--- src/rtl/fetch_pkg.sv ---
// Shared types and constants for the instruction-fetch stage and its
// pipeline registers.
package fetch_pkg;

  typedef enum logic [1:0] {
    RUN    = 2'd0,
    DRAIN  = 2'd1,
    HALTED = 2'd2
  } fetch_state_e;

  localparam int              PC_W       = 16;
  localparam logic [3:0]      HLT_OP_DEF = 4'hF;
  localparam logic [PC_W-1:0] PC_INC     = 16'd2;

endpackage

--- src/rtl/ifid_reg.sv ---
// Generic pipeline stage register with load/hold/flush and sync reset.
// Flush wins over load; flush clears only the valid bit.
module ifid_reg #(
  parameter int DATA_W = 32
) (
  input  logic              clk,
  input  logic              rst,
  input  logic              load,
  input  logic              flush,
  input  logic [DATA_W-1:0] data_in,
  output logic [DATA_W-1:0] data_out,
  output logic              valid_out
);

  logic [DATA_W-1:0] data_q, data_d;
  logic              valid_q, valid_d;

  always_comb begin
    data_d  = data_q;
    valid_d = valid_q;
    if (flush) begin
      valid_d = 1'b0;
    end else if (load) begin
      data_d  = data_in;
      valid_d = 1'b1;
    end
  end

  always_ff @(posedge clk) begin
    if (rst) begin
      data_q  <= '0;
      valid_q <= 1'b0;
    end else begin
      data_q  <= data_d;
      valid_q <= valid_d;
    end
  end

  assign data_out  = data_q;
  assign valid_out = valid_q;

endmodule

--- src/rtl/fetch_unit.sv ---
// Instruction-fetch stage: drives the PC register, runs the imem handshake
// and owns the IF/ID register, handling stalls, redirects and HLT.
module fetch_unit
  import fetch_pkg::*;
#(
  parameter logic [3:0] HLT_OP = HLT_OP_DEF
) (
  input  logic        clk,
  input  logic        rst,
  input  logic [15:0] pc_in,
  output logic [15:0] pc_next,
  output logic        pc_en,
  output logic        imem_req,
  output logic [15:0] imem_addr,
  input  logic [15:0] imem_data,
  input  logic        imem_ready,
  input  logic        stall_id,
  input  logic        redirect,
  input  logic [15:0] redirect_target,
  output logic [15:0] ifid_instr,
  output logic [15:0] ifid_pc_plus2,
  output logic        ifid_valid,
  output logic        halted
);

  fetch_state_e    state_q, state_d;
  logic [PC_W-1:0] redir_tgt_q, redir_tgt_d;
  logic [PC_W-1:0] pc_plus2;
  logic            fetch_done;
  logic            is_hlt;
  logic            ifid_load;
  logic            ifid_flush;

  // PC is only ever advanced on fetch_done, so pc_in doubles as the held address.
  assign pc_plus2   = pc_in + PC_INC;
  assign imem_req   = !rst && (state_q != HALTED);
  assign imem_addr  = pc_in;
  assign fetch_done = imem_req && imem_ready;
  assign is_hlt     = (imem_data[15:12] == HLT_OP);
  assign halted     = (state_q == HALTED);

  always_ff @(posedge clk) begin
    if (rst) begin
      state_q     <= RUN;
      redir_tgt_q <= '0;
    end else begin
      state_q     <= state_d;
      redir_tgt_q <= redir_tgt_d;
    end
  end

  always_comb begin
    state_d     = state_q;
    redir_tgt_d = redir_tgt_q;
    case (state_q)
      RUN: begin
        if (redirect) begin
          if (!fetch_done) begin
            state_d     = DRAIN;
            redir_tgt_d = redirect_target;
          end
        end else if (!stall_id && fetch_done && is_hlt) begin
          state_d = HALTED;
        end
      end
      DRAIN: begin
        if (redirect) redir_tgt_d = redirect_target;
        if (fetch_done) state_d = RUN;
      end
      HALTED:  state_d = HALTED;
      default: state_d = RUN;
    endcase
  end

  // A redirect arriving on the same cycle DRAIN completes is the newer target.
  always_comb begin
    pc_en      = 1'b0;
    pc_next    = pc_plus2;
    ifid_load  = 1'b0;
    ifid_flush = 1'b0;
    case (state_q)
      RUN: begin
        if (redirect) begin
          ifid_flush = 1'b1;
          if (fetch_done) begin
            pc_en   = 1'b1;
            pc_next = redirect_target;
          end
        end else if (stall_id) begin
          ifid_flush = 1'b0;
        end else if (fetch_done) begin
          ifid_load = 1'b1;
          pc_en     = !is_hlt;
        end else begin
          ifid_flush = 1'b1;
        end
      end
      DRAIN: begin
        ifid_flush = 1'b1;
        if (fetch_done) begin
          pc_en   = 1'b1;
          pc_next = redirect ? redirect_target : redir_tgt_q;
        end
      end
      HALTED:  ifid_flush = !stall_id;
      default: ifid_flush = 1'b1;
    endcase
  end

  ifid_reg #(
    .DATA_W(2*PC_W)
  ) u_ifid (
    .clk      (clk),
    .rst      (rst),
    .load     (ifid_load),
    .flush    (ifid_flush),
    .data_in  ({imem_data, pc_plus2}),
    .data_out ({ifid_instr, ifid_pc_plus2}),
    .valid_out(ifid_valid)
  );

endmodule

--- config.mk ---
export PLATFORM = sky130hd
export DESIGN_NAME = fetch_unit
export DESIGN_NICKNAME = d
export VERILOG_FILES = /design/src/rtl/fetch_pkg.sv /design/src/rtl/ifid_reg.sv /design/src/rtl/fetch_unit.sv
export SDC_FILE = /design/constraint.sdc
export NUM_CORES = 1
export LEC_CHECK = 0
export CORE_AREA = 2 2 87 89
export CTS_BUF_LIST = sky130_fd_sc_hd__clkbuf_8 sky130_fd_sc_hd__clkbuf_16
export CTS_CLUSTER_DIAMETER = 50
export DETAILED_ROUTE_END_ITERATION = 8
export DIE_AREA = 0 0 89 91
export GPL_TIMING_DRIVEN = 1
export PLACE_DENSITY = 0.86
export SKIP_CTS_REPAIR_TIMING = 1
export SLEW_MARGIN = 20
export SYNTH_ARGS = -nofsm -noshare
export SYNTH_HDL_FRONTEND = slang
export SYNTH_SLANG_ARGS = --single-unit
--- constraint.sdc ---
create_clock -name clk -period 1.7 [get_ports clk]
set_clock_uncertainty 0.2 [all_clocks]
set_input_delay 0.17 -clock clk [delete_from_list [all_inputs] [get_ports clk]]
set_output_delay 0.17 -clock clk [all_outputs]
set_load 0.02 [all_outputs]
==> flow_summary_export.csv <==
group,metric,value,unit
setup_path,path_class,"input pin to output port",
detailed_routing,route.vias.total,3251,
sta,min_period,2.16,ns
cells_and_area,syn_to_final_growth,89.5,%
floorplan,die_area,0.00810,mm2
detailed_routing,drcViolationCount,0,
grt,grt_overflow,0,
power_and_ir_drop,power.density,591,mW/mm2
cells_and_area,nets,558,
detailed_routing,wl_met1,4080,um
clock_tree,cts_buffers,5,
setup_path,cp_cell_sequence,"clkdlybuf4s50_1, buf_4, nor3b_4, buf_4, buf_12, a32oi_2, o311ai_2, clkbuf_2",
floorplan,ios,121,
setup_path,reg2reg_slack,-0.38,ns
run_status,violations,"negative setup slack",
detailed_routing,ant_nets,0,
sta,fin_ws,-0.461,ns
sta,hold_slack,0.0688,ns
cells_and_area,final_area,0.00501,mm2
power_and_ir_drop,power,2.96,mW
synthesis,ys_ff_latch,51,
sta,slew_viol_final,0,
synthesis,ys_seq_area_frac,0.386,
synthesis,syn_area_per_cell,8.19,um2
synthesis,yosysUniqueCellTypes,44,
grt,grt_max_degree,27,
cells_and_area,fillers,528,
setup_path,start_kind,"input pin",
setup_path,crit_buf_inv,5,
synthesis,synth_common_cells,"dfxtp_1 (51), nand2_1 (45), nor2_1 (45)",
place,place_inst,576,
clock_tree,clock_path_buffers,2,
floorplan,core_area,0.00714,mm2
clock_tree,cts.sinks,51,
clock_tree,htree_levels,2,
power_and_ir_drop,ir_drop,0.370,mV
setup_path,crit_top_cell,"buf_4",
sta,slew_headroom,0.752,
detailed_routing,wl_met3,820,um
floorplan,rows,31,
setup_path,cp_slowest_cell,"clkdlybuf4s50_1",
hold_path,hold_path.class,"input pin to flop",
grt,antenna_found_initial,0,
grt,grt_use_total,0.227,
detailed_routing,wl_met2,5540,um
grt,grt_pass1_vias,3086,
setup_path,cp-end-kind,"output port",
sta,fmax,463,MHz
run_status,status,"finished, violations left",
detailed_routing,drt_iter0_markers,199,
clock_tree,cts-root-buf,"clkbuf_8",
synthesis,synth_top_area_share,0.386,
synthesis,synth_top_area_cell,"dfxtp_1",
power_and_ir_drop,p_leak,2.15,nW
cells_and_area,instances_no_fill,602,
run,maxCapViolCount,0,
sta,fin_crit_sh,1.27,
floorplan,die_y,91,um
setup_path,worst_path_dominant_cell_family,"buffers and inverters",
sta,hold_violations,0,
place,dpl_cell_area,0.00439,mm2
setup_path,cp.arrival,1.79,ns
floorplan,die_w,89,um
setup_path,critPathMaxStageDelay,0.41,ns
sta,worst_slew_pin_slew,0.371,ns
detailed_routing,avgRoutedWirePerCell,17.8,um
clock_tree,cts_tree,"built",
synthesis,synth_cells,323,
synthesis,synth.area.top_cells,"dfxtp_1 (39%), nand2_1 (6.4%), nor2_1 (6.4%)",
grt,grt_pass1_wl,14600,um
setup_path,worstPathMaxFanout,7,
clock_tree,clk_latency,0.31,ns
cells_and_area,insertedDiodeCount,0,
synthesis,ys.flop_type,"dfxtp_1",
detailed_routing,drt-pass1-iter-count,4,
cells_and_area,final_core_util,0.702,
clock_tree,clk_pin_slew_worst_paths,0.08,ns
synthesis,netlist_area,0.00265,mm2
synthesis,yosys_warnings,0,
detailed_routing,drt-vias-per-instance,5.40,
sta,setup_viol,49,
place,dpl.hpwl,7140,um
setup_path,cp.required,1.33,ns
floorplan,start_util,0.371,
synthesis,async_flop_share,0,
detailed_routing,top_layer_used,"met4",
place,numPortBuffers,120,
detailed_routing,drt_wl_total,10700,um
cells_and_area,drive_gt1_frac,0.340,
place,gp_congestion,0.879,
synthesis,synth-edff-count,0,
synthesis,synth_nets,378,
sta,rsz0062_at_grt,"true",
synthesis,synth.most_common_cell,"dfxtp_1",
-- worst min-delay path: cells and delay by family --
family | cells | cell delay (ns)
AO/OA/AOI/OAI | 1 | 0.04
buffers and inverters | 2 | 0.32
-- state kept, by name, summed over array words and instances, names as in the netlist --
register,flops
u_ifid.valid_out,1
u_ifid.data_out,32
redir_tgt_q,16
state_q,2
-- through the flow --
step	setup WS [ns]	setup TNS, ns
after floorplan	-0.106	-2.87
after global placement	-1.02	-39.80
after detailed placement	-1.11	-41.91
after CTS	-1.10	-27.49
after global routing	-0.477	-18.88
final	-0.461	-16.42
-- layer usage --
layer / vias up / global-route usage
li1: 1489 / -
met1: 1560 / 0.262
met2: 175 / 0.406
met3: 27 / 0.0636
met4: 0 / 0.0547
met5: - / 0
-- power breakdown --
| part | total (mW) | internal, mW | switching [mW] |
|---|---|---|---|
| logic | 0.969 | 0.501 | 0.469 |
| registers | 1.27 | 1.24 | 0.0270 |
| clock network | 0.729 | 0.321 | 0.408 |
-- cells by family after synthesis --
kind of cell | share of synthesized area
simple gates | 0.244
compound gates | 0.176
flops | 0.386
buf+inv | 0.0908
mux | 0.0605
xor+xnor | 0.0331
fa+ha+maj | 0.00945
-- path summary, 6_finish.rpt --
check                      start                   to  cells past startpoint
max                   imem_ready          pc_next[11]                      8
min                          rst  u_ifid.data_out[17]                      3
max reg2reg           state_q[1]   u_ifid.data_out[8]                      7
min reg2reg  u_ifid.data_out[25]  u_ifid.data_out[25]                      2
-- cell type report --
class / count / area, um2 / area share
Clock buffer: 6 / 82.6 / 0.0165
Clock inverter: 1 / 5.00 / 0.000998
Inverter: 4 / 15.0 / 0.00299
Multi-Input combinational cell: 233 / 1710 / 0.341
Sequential cell: 51 / 1020 / 0.204
Tap cell: 99 / 124 / 0.0247
Timing Repair Buffer: 208 / 2060 / 0.410
-- cells in the final DEF (no fill, tap or decap), types with 5 or more instances in the layout --
cell type,count
dlymetal6s2s_1,22
xnor2_1,5
nor3_1,9
clkdlybuf4s50_1,78
nand3_1,9
nand4_1,5
buf_6,19
nand2_1,44
a21oi_2,6
a211oi_2,8
buf_4,74
nor2_1,40
buf_12,7
a21oi_1,20
dfxtp_1,49
mux2i_1,15
clkbuf_8,6
Note: power is estimated with default switching activity, not from simulation.
